### src/rtl/instruction_packet_issuer.sv
// instruction_packet_issuer
//   Queues host CORDIC requests in a small FIFO and issues them one at a time
//   as tagged 108-bit instruction packets to the x/y pre-process stage. It then
//   waits for that stage to report completion before issuing the next packet.
//
// Parameters
//   FIFO_DEPTH      request-queue entries (power of two, 2..16)
//   TIMEOUT_CYCLES  WAIT cycles before a packet is abandoned (1..65535)
//
// Ports
//   clock              single clock, rising edge
//   reset              synchronous, active-high
//   req_valid/ready    host request handshake
//   req_opcode         4-bit CORDIC opcode
//   req_x/y/z          32-bit operand words
//   InstructionPacket  {tag[7:0], opcode[3:0], z, y, x}, held until the next pop
//   PacketValid        one-cycle strobe marking a new InstructionPacket
//   InputReady         pre-process stage done (ignored during ISSUE)
//   busy               queue non-empty or packet in flight
//   timeout_err        sticky watchdog flag
//
// Build option
//   ISSUER_TIMEOUT_EN  enables the WAIT watchdog. When it is undefined, WAIT
//                      never times out and timeout_err is tied to 0.
module instruction_packet_issuer #(
   parameter int unsigned FIFO_DEPTH     = 4,
   parameter int unsigned TIMEOUT_CYCLES = 255
) (
   input  logic         clock,
   input  logic         reset,
   input  logic         req_valid,
   output logic         req_ready,
   input  logic [3:0]   req_opcode,
   input  logic [31:0]  req_x,
   input  logic [31:0]  req_y,
   input  logic [31:0]  req_z,
   output logic [107:0] InstructionPacket,
   output logic         PacketValid,
   input  logic         InputReady,
   output logic         busy,
   output logic         timeout_err
);

   localparam int unsigned PtrW = $clog2(FIFO_DEPTH);
   localparam logic [PtrW:0] DepthCnt = (PtrW + 1)'(FIFO_DEPTH);

   typedef enum logic [1:0] {StIdle, StIssue, StWait} stateType;

   stateType           state;
   logic [99:0]        fifoMem [FIFO_DEPTH];
   logic [PtrW-1:0]    wrPtr;
   logic [PtrW-1:0]    rdPtr;
   logic [PtrW:0]      count;
   logic [7:0]         tagCnt;
   logic               doPush;
   logic               doPop;

   // Readiness is judged on the registered count only, so a same-edge pop
   // never frees a slot for the request arriving on that edge.
   assign req_ready = (count < DepthCnt);
   assign doPush    = req_valid & req_ready;
   assign doPop     = (state == StIdle) && (count != '0);
   assign busy      = (state != StIdle) || (count != '0);

   // Storage needs no reset: the pointers and count define what is valid.
   always_ff @(posedge clock) begin
      if (doPush && !reset) begin
         fifoMem[wrPtr] <= {req_opcode, req_z, req_y, req_x};
      end
   end

`ifdef ISSUER_TIMEOUT_EN
   localparam logic [15:0] TimeoutLast = 16'(TIMEOUT_CYCLES - 1);
   logic [15:0] wdCnt;
   logic        timeoutErr;
   assign timeout_err = timeoutErr;
`else
   assign timeout_err = 1'b0;
`endif

   always_ff @(posedge clock) begin
      if (reset) begin
         state             <= StIdle;
         wrPtr             <= '0;
         rdPtr             <= '0;
         count             <= '0;
         tagCnt            <= '0;
         InstructionPacket <= '0;
         PacketValid       <= 1'b0;
`ifdef ISSUER_TIMEOUT_EN
         wdCnt             <= '0;
         timeoutErr        <= 1'b0;
`endif
      end else begin
         if (doPush) wrPtr <= wrPtr + 1'b1;
         if (doPop)  rdPtr <= rdPtr + 1'b1;

         unique case ({doPush, doPop})
            2'b10:   count <= count + 1'b1;
            2'b01:   count <= count - 1'b1;
            default: count <= count;
         endcase

         case (state)
            StIdle: begin
               PacketValid <= 1'b0;
               if (doPop) begin
                  InstructionPacket <= {tagCnt, fifoMem[rdPtr]};
                  tagCnt            <= tagCnt + 1'b1;
                  PacketValid       <= 1'b1;
                  state             <= StIssue;
               end
            end
            StIssue: begin
               PacketValid <= 1'b0;
               state       <= StWait;
`ifdef ISSUER_TIMEOUT_EN
               wdCnt       <= '0;
`endif
            end
            StWait: begin
               PacketValid <= 1'b0;
               // Completion wins over a watchdog expiry on the same edge.
               if (InputReady) begin
                  state <= StIdle;
               end
`ifdef ISSUER_TIMEOUT_EN
               else if (wdCnt == TimeoutLast) begin
                  state      <= StIdle;
                  timeoutErr <= 1'b1;
               end else begin
                  wdCnt <= wdCnt + 1'b1;
               end
`endif
            end
            default: begin
               PacketValid <= 1'b0;
               state       <= StIdle;
            end
         endcase
      end
   end

endmodule
### config.mk
export PLATFORM = sky130hd
export DESIGN_NAME = instruction_packet_issuer
export DESIGN_NICKNAME = d
export VERILOG_FILES = /design/src/rtl/instruction_packet_issuer.sv
export SDC_FILE = /design/constraint.sdc
export NUM_CORES = 1
export LEC_CHECK = 0
export BUFFER_PORTS_ARGS = -buffer_cell sky130_fd_sc_hd__buf_4
export CAP_MARGIN = 20
export CORE_MARGIN = 3
export CORE_UTILIZATION = 55
export DETAILED_ROUTE_END_ITERATION = 10
export GPL_TIMING_DRIVEN = 0
export PLACE_DENSITY = 0.76
export SLEW_MARGIN = 25
export SYNTH_ARGS = -nofsm -noshare
export SYNTH_HDL_FRONTEND = slang
export SYNTH_SLANG_ARGS = --single-unit
### constraint.sdc
create_clock -name clock -period 6.45 [get_ports clock]
set_input_delay 1.29 -clock clock [delete_from_list [all_inputs] [get_ports clock]]
set_output_delay 1.29 -clock clock [all_outputs]
set_load 0.01 [all_outputs]
==> results of run 1 <==
per-stage QoR:
| step | std cells | util, % | cell area, um^2 |
|---|---|---|---|
| after detailed placement | 1543 | 63.7 | 21000 |
| final | 1638 | 68.4 | 22500 |
| after CTS | 1638 | 68.4 | 22500 |
| after floorplan | 880 | - | 18600 |
| after global placement | 1535 | 63.1 | 20800 |
| after global routing | 1638 | 68.4 | 22500 |
power groups by stage:
stage               Combinational, mW  Sequential (mW)  Clock (mW)
CTS                              2.44             4.38        2.81
global placement                 2.35             4.47           0
finish                           2.39             4.38        2.75
global route                     2.58             4.43        2.94
detailed placement               2.42             4.44           0
floorplan                        1.29             4.55           0
worst max path at each step:
stage                   start              to  slack, ps
floorplan           req_valid   fifoMem[0][0]       1870
global placement    req_valid  fifoMem[0][25]       -370
detailed placement  req_valid  fifoMem[1][98]       3110
CTS                  state[1]            busy       3590
global route        req_valid  fifoMem[1][16]       3550
finish               state[1]            busy       3600
layer usage:
layer / vias up / GRT usage [%]
met5: - / 0
met4: 0 / 6.31
met3: 63 / 5.36
met2: 274 / 35.0
met1: 4710 / 26.8
li1: 4146 / -
registers in the layout, indices dropped and copies added (netlist names):
signal and cells:
fifoMem 400, InstructionPacket 108, tagCnt 8, count 3, rdPtr 2, state 2
wrPtr 2, PacketValid 1
logic make-up (layout without fill, tap and decap cells):
logic type	count (synthesis)	in the layout
compound gates	117	117
fa+ha+maj	7	7
mux	101	101
xor+xnor	10	10
other cells	1	1
simple gates	60	60
buf+inv	58	374
flops	526	526
final cells by class:
| cell class | instances | area [um^2] | share of cell area [%] |
|---|---|---|---|
| inverter | 8 | 35.0 | 0.155 |
| tap | 442 | 553 | 2.45 |
| clock inverter | 13 | 76.3 | 0.338 |
| timing repair buffer | 221 | 1790 | 7.94 |
| buffer | 50 | 343 | 1.52 |
| sequential | 526 | 14500 | 64.5 |
| clock buffer | 82 | 1490 | 6.59 |
| multi-input combinational | 296 | 3730 | 16.6 |
cell usage in the layout, fill, tap and decap left out, types with 5 or more instances in the layout:
cell / netlist / routed
a21oi_1: 14 / 14
a22o_1: 100 / 100
buf_2: 22 / 22
buf_4: 2 / 215
buf_8: 10 / 10
clkbuf_1: 14 / 38
clkbuf_16: 0 / 53
clkbuf_8: 0 / 5
clkinv_1: 0 / 6
dfxtp_1: 126 / 126
edfxtp_1: 400 / 400
ha_1: 6 / 6
inv_1: 7 / 7
mux4_2: 100 / 100
nand2_1: 20 / 20
nor2_1: 18 / 18
xor2_1: 7 / 7
worst min-delay path, cell delays in order (launching register included):
cell     delay (ps)
dfxtp_1         310
nand2_1          50
a21oi_1          50
==> impl_metrics.toml, run 1 <==
[placed_design]
dp_slack_ps = 3110
hpwl_um = 22700
port_buffers = 213
globalplace.congestion = 0.734

[hold_path]
hold_start = "InstructionPacket[105]"
hold_class = "reg2reg"
min_to = "InstructionPacket[105]"
holdPathStages = 2

[yosys]
synth.area.top_cells = "edfxtp_1 64%, dfxtp_1 14%, mux4_2 12%"
synthMuxAreaShare_pct = 12.1
synthAdderAreaFrac_pct = 0.510
synth_ff_type = "edfxtp_1"
ys_seq_elements = 526
synth_compound_area_share_pct = 5.18
synth.cell_area_mm2 = 0.0186
syn_nets = 991
postSynthCellCount = 880
synth_top_cell_by_area = "edfxtp_1"
async_reset_ff_share_pct = 0
synth-xor-area-share_pct = 0.470
synth_top_family_by_area = "multiplexers"
synth-simple-area-share_pct = 1.65
synth_top_cell_area_share_pct = 64.5
synth_warnings = 0
ys_seq_area_share_pct = 78.0
synthDistinctLibCells = 34
synth.most_common_cell = "edfxtp_1"
synth_edf_count = 400
avgSynthCellArea_um2 = 21.2
ys_top_cells_by_count = "400 x edfxtp_1, 126 x dfxtp_1, 100 x a22o_1, 100 x mux4_2, 22 x buf_2"

[clocking]
ctsHoldBuffers = 0
post_cts_resized = 0
clk_path_buf_depth = 3
cts_root_buffer = "clkbuf_16"
cts_made_buffers = 51
cts_tree = "yes"
clk_pin_slew_worst_paths_ps = 60
clk_latency_ps = 580
cts_setup_buffers = 0
h-tree-depth = 2
clkSinkCount = 526

[floorplan]
io_pins = 216
fp.coreArea_mm2 = 0.0329
die_w_um = 190
start_util_pct = 56.6
dieHeight_um = 190
dieArea_mm2 = 0.0361
num_rows = 66

[route]
wl_met3_um = 2440
wl_per_cell_um = 22.7
antenna_left = 0
wl_met1_um = 15000
drt-total-wl_um = 37200
route.detailed.drc = 0
vias = 9193
vias_per_cell = 5.61
first_iter_violations = 619
wl_met2_um = 18800
top_layer = "met4"
dr.pass1.iters = 5

[sta]
fin_skew_ps = 18.5
rsz0062_at_grt = "false"
layout_min_cycle_time_ps = 2850
setup_viol = 0
finalHoldViolCount = 0
period_share_pct = 44.3
relSlewSlack_pct = 38.1
fin_setup_tns_ps = 0
fin_ws_ps = 3600
hold_slack_ps = 461
max_freq_mhz = 350
worst_pin_slew_ps = 929
maxSlewViolCount = 0

[setup_path]
crit_chain = "nor2_2 > nand2_1 > buf_4"
cp.depth = 3
end_kind = "output port"
setup.worst_path.class = "reg2out"
start_kind = "register"
critPathBufInv = 1
slowest_delay_ps = 350
cp.required_ps = 5160
timing.rr.end = "count[2]"
worstPathArrival_ps = 1560
worstRegToRegCells = 10
path_delay_family = "simple AND/OR/NAND/NOR gates"
rr_startpoint = "state[1]"
cpMaxStageDelayCell = "nor2_2"
cp_max_fo = 5
ff2ff_setup_slack_ps = 3810

[global_routing]
antenna_found_initial = 0
grt_pass1_wl_um = 56400
grt_max_degree = 44
grt_usage_pct = 20.7
overflow = 0
grt_pass1_vias = 9788

[status]
status = "completed"

[power]
finalPower_mw = 9.52
leakage_nw = 7.91
pwr-share-seq_pct = 46.0
clkPwrFrac_pct = 28.9
intPower_mw = 6.91
comb_power_share_pct = 25.1
swShare_pct = 27.5
p_per_area_mw_per_mm2 = 422
p_sw_mw = 2.62
vdd_drop_max_uv = 293

[finish]
antenna_cells = 0
area_growth_pct = 21.0
drive_above_1_share_pct = 35.9
fin_nets = 1265
fillers = 2066

[flow_run]
maxCapViolations = 0
(Power assumes the default switching activity.)
==> run 2, diff against run 1 <==
Settings changed: CORE_UTILIZATION 55 to 52, PLACE_DENSITY 0.76 to 0.75.
Clock period 6.45 ns to 2.45 ns, I/O delays scaled along.
==> impl_metrics.toml, run 2 (synthesis results as in run 1) <==
[power]
vdd_drop_max_uv = 726
leakage_nw = 8.12
p_per_area_mw_per_mm2 = 1150

[finish]
biggestRegsByFlops = "fifoMem x400, InstructionPacket x108, tagCnt x8"
area_growth_pct = 23.3
drive_above_1_share_pct = 38.3
regMostFlops = "fifoMem"
final_common_cell = "edfxtp_1"
stdcell_area_mm2 = 0.0230
antenna_cells = 0
fin_nets = 1270
largest_register_ffs = 400
layout_common_cells = "400 x edfxtp_1, 218 x buf_4, 126 x dfxtp_1"

[clocking]
cts_made_buffers = 51
ctsHoldBuffers = 0
clk_latency_ps = 570
clkSinkCount = 526
h-tree-depth = 2
clk_path_buf_depth = 3
clk_pin_slew_worst_paths_ps = 60
cts_root_buffer = "clkbuf_16"
cts_tree = "yes"

[setup_path]
cp_max_fo = 13
slowest_delay_ps = 390
worstPathArrival_ps = 2770
crit_chain = "nor2_2 > nand2_8 > inv_6 > ha_1 > inv_1 > fa_1 > xor2_1 > or3_1 > a21oi_1"
start_kind = "register"
cpMaxStageDelayCell = "fa_1"
cp.required_ps = 2930
end_kind = "register"
setup.worst_path.class = "reg2reg"

[global_routing]
grt_use_met1_pct = 26.7
grt_pass1_wl_um = 57300
antenna_found_initial = 1
groute.layer.met2.usage_pct = 32.4
grt.met3_usage_pct = 4.71
top_usage_layer = "met2"
grt_max_degree = 41
overflow = 0
grt_pass1_vias = 9738
grt_usage_pct = 19.7

[flow_run]
maxCapViolations = 0

[sta]
maxSlewViolCount = 0
layout_min_cycle_time_ps = 2280
fin_skew_ps = 21.7
worst_pin_slew_ps = 732
fin_ws_ps = 168
finalHoldViolCount = 0
max_freq_mhz = 438
hold_slack_ps = 119
period_share_pct = 93.2
rsz0062_at_grt = "false"
relSlewSlack_pct = 51.1
setup_viol = 0

[floorplan]
fp.coreArea_mm2 = 0.0350
dieHeight_um = 195
num_rows = 68
start_util_pct = 53.3
die_w_um = 195
io_pins = 216
dieArea_mm2 = 0.0381

[placed_design]
dp_slack_ps = -342
placed_area_mm2 = 0.0210
hpwl_um = 23100
globalplace.congestion = 0.757
port_buffers = 213

[route]
first_iter_violations = 531
vias = 9209
antenna_left = 0
dr.pass1.iters = 5
drt-total-wl_um = 37500
vias_per_cell = 5.56
wl_per_cell_um = 22.7
route.detailed.drc = 0

[hold_path]
hold_class = "in2reg"

[status]
status = "completed"
## run 2: worst paths after layout
check | startpoint | to | slack [ps] | depth (start not counted)
hold reg to reg | InstructionPacket[106] | InstructionPacket[106] | 450 | 2
setup / recovery | state[1] | count[2] | 170 | 9
setup reg to reg | state[1] | count[2] | 170 | 9
hold / removal | req_x[10] | fifoMem[0][10] | 120 | 1
## run 2: metrics by stage
| step | utilization (%) | TNS [ps] | power, mW | instances |
|---|---|---|---|---|
| detailed placement | 60.2 | -27290 | 18.1 | 1558 |
| finish | 65.7 | 0 | 26.5 | 1655 |
| floorplan | - | -85080 | 15.3 | 880 |
| global route | 65.7 | 0 | 27.6 | 1655 |
| global placement | 59.5 | -577920 | 17.9 | 1548 |
| CTS | 65.6 | 0 | 26.8 | 1651 |
## run 2: report_power, final
part | internal (mW) | switching [mW]
clock network | 5.42 | 3.22
registers | 10.9 | 0.705
logic | 3.16 | 3.08
total | 19.5 | 7.01
## run 2: repair_timing
action / 4_1_cts / 5_1_grt
pin swaps: 1 / 2
setup buffers: 0 / 3
gates cloned: 0 / 2
endpoints found under the setup margin: 65 / 78
resized for setup: 2 / 1
## run 2: layer usage
layer	vias up	wire length, um
li1	4161	-
met1	4749	15500
met2	257	18900
met5	-	20
met4	2	595
met3	40	2570
## run 2: layout make-up
class | count | area, um^2
multi-input combinational | 298 | 3750
buffer | 48 | 335
clock buffer | 72 | 1540
fill | 2290 | 12000
timing repair buffer | 226 | 1850
sequential | 526 | 14500
tap | 455 | 569
inverter | 8 | 35.0
clock inverter | 22 | 369
## run 2: worst max-delay path, delay by kind of cell (launching register included)
kind	cells	cell delay, ps
and+or+nand+nor	3	770
buffers and inverters	2	220
xor gates and xnor gates	1	160
adders and majority gates	2	590
AOI/OAI and AO/OA	1	140
DFF	1	340
==> run 3, diff against run 2 <==
Settings changed: CORE_ASPECT_RATIO from default to 0.6.
==> impl_metrics.toml, run 3 (synthesis results as in run 1) <==
[status]
status = "completed"

[route]
dr.pass1.iters = 5
antenna_left = 0
vias_per_cell = 5.53
vias = 9139
first_iter_violations = 519
wl_per_cell_um = 22.1
route.detailed.drc = 0
drt-total-wl_um = 36600

[power]
leakage_nw = 7.90
p_per_area_mw_per_mm2 = 1110
intPower_mw = 18.2
swShare_pct = 27.2
comb_power_share_pct = 24.8
p_sw_mw = 6.79
pwr-share-seq_pct = 46.3
finalPower_mw = 25.0
clkPwrFrac_pct = 28.9
vdd_drop_max_uv = 781

[finish]
multi_input_area_mm2 = 0.00373
fillers = 2396
layout_common_cells = "400 x edfxtp_1, 215 x buf_4, 126 x dfxtp_1"
stdcell_area_mm2 = 0.0226
final_common_cell = "edfxtp_1"
drive_above_1_share_pct = 36.2
fin_nets = 1258
regMostFlops = "fifoMem"
seqCellArea_mm2 = 0.0145
stdcell_count = 1652
area_growth_pct = 21.1
biggestRegsByFlops = "fifoMem x400, InstructionPacket x108, tagCnt x8"
largest_register_ffs = 400

[sta]
fin_skew_ps = 13.1
rsz0062_at_grt = "false"
maxSlewViolCount = 0
layout_min_cycle_time_ps = 2280
max_freq_mhz = 438
hold_slack_ps = 144
finalHoldViolCount = 0
setup_viol = 0
period_share_pct = 93.1
relSlewSlack_pct = 45.1
worst_pin_slew_ps = 822

[global_routing]
overflow = 0
grt_pass1_wl_um = 56400
grt_usage_pct = 19.2
grt_pass1_vias = 9603
grt_max_degree = 45
antenna_found_initial = 1

[setup_path]
timing.rr.end = "count[2]"
ff2ff_setup_slack_ps = 170
cp_max_fo = 13
cp-startpoint = "state[1]"
start_kind = "register"
cp.required_ps = 2920
setup.worst_path.class = "reg2reg"
worstPathArrival_ps = 2760
end_kind = "register"
rr_startpoint = "state[1]"
worstRegToRegCells = 9

[placed_design]
placed_area_mm2 = 0.0210
hpwl_um = 23400
globalplace.congestion = 0.748
port_buffers = 213
post-place-cells = 1568

[floorplan]
dieHeight_um = 153
io_pins = 216
die_w_um = 250
dieArea_mm2 = 0.0382
start_util_pct = 53.0
fp.coreArea_mm2 = 0.0351
num_rows = 53

[hold_path]
hold_class = "in2reg"
holdPathStages = 1
hold_start = "req_y[8]"
min_to = "fifoMem[3][40]"

[clocking]
post_cts_resized = 0
clk_pin_slew_worst_paths_ps = 70
cts_tree = "yes"
cts_setup_buffers = 0
h-tree-depth = 2
clkSinkCount = 526
clk_latency_ps = 540
clk_path_buf_depth = 3
ctsHoldBuffers = 0
cts_made_buffers = 46
cts_root_buffer = "clkbuf_16"

[flow_run]
maxCapViolations = 0
run 3: final cells by class:
type                       instances  area share, %
antenna                            1         0.0111
buffer                            48           1.49
clock buffer                      72           6.27
clock inverter                    13          0.505
inverter                           8          0.155
multi-input combinational        296           16.5
sequential                       526           64.4
tap                              467           2.59
timing repair buffer             221           8.03
run 3: power by group through the flow:
| stage | logic, mW | clock network [mW] | registers (mW) |
|---|---|---|---|
| 2_1_floorplan | 3.39 | 0 | 11.9 |
| 3_3_place_gp | 6.16 | 0 | 11.7 |
| 3_5_place_dp | 6.35 | 0 | 11.7 |
| 4_1_cts | 6.33 | 7.39 | 11.6 |
| 5_1_grt | 6.72 | 7.74 | 11.7 |
| 6_report | 6.20 | 7.22 | 11.6 |
run 3: worst max-delay path, cell delays in order (launching register included):
cell     delay (ps)
dfxtp_1         350
nor2_2          350
nand2_8         110
inv_6           150
ha_1            220
inv_1            70
fa_1            370
xor2_1          160
or3_1           310
a21oi_1         130
run 3: worst max-delay path by stage:
stage | end | slack (ps)
floorplan | fifoMem[0][0] | -210
global placement | fifoMem[0][8] | -1340
detailed placement | count[2] | -190
CTS | count[2] | 170
global route | count[2] | 30
finish | count[2] | 170
run 3: through the flow:
step                setup slack [ps]  TNS (ps)  utilization (%)
detailed placement              -186      -186             59.9
global route                    33.1         0             64.2
floorplan                       -213    -85080                -
CTS                              165         0             64.2
global placement               -1340   -527420             59.2
finish                           168         0             64.2
run 3: layer usage:
| layer | GRT usage [%] | vias to the layer above | part of all wire (%) |
|---|---|---|---|
| met1 | 26.8 | 4688 | 43 |
| li1 | - | 4148 | - |
| met3 | 4.38 | 52 | 6.3 |
| met2 | 31.3 | 251 | 49 |
| met4 | 5.02 | 0 | 2.2 |
| met5 | 0 | - | 0 |
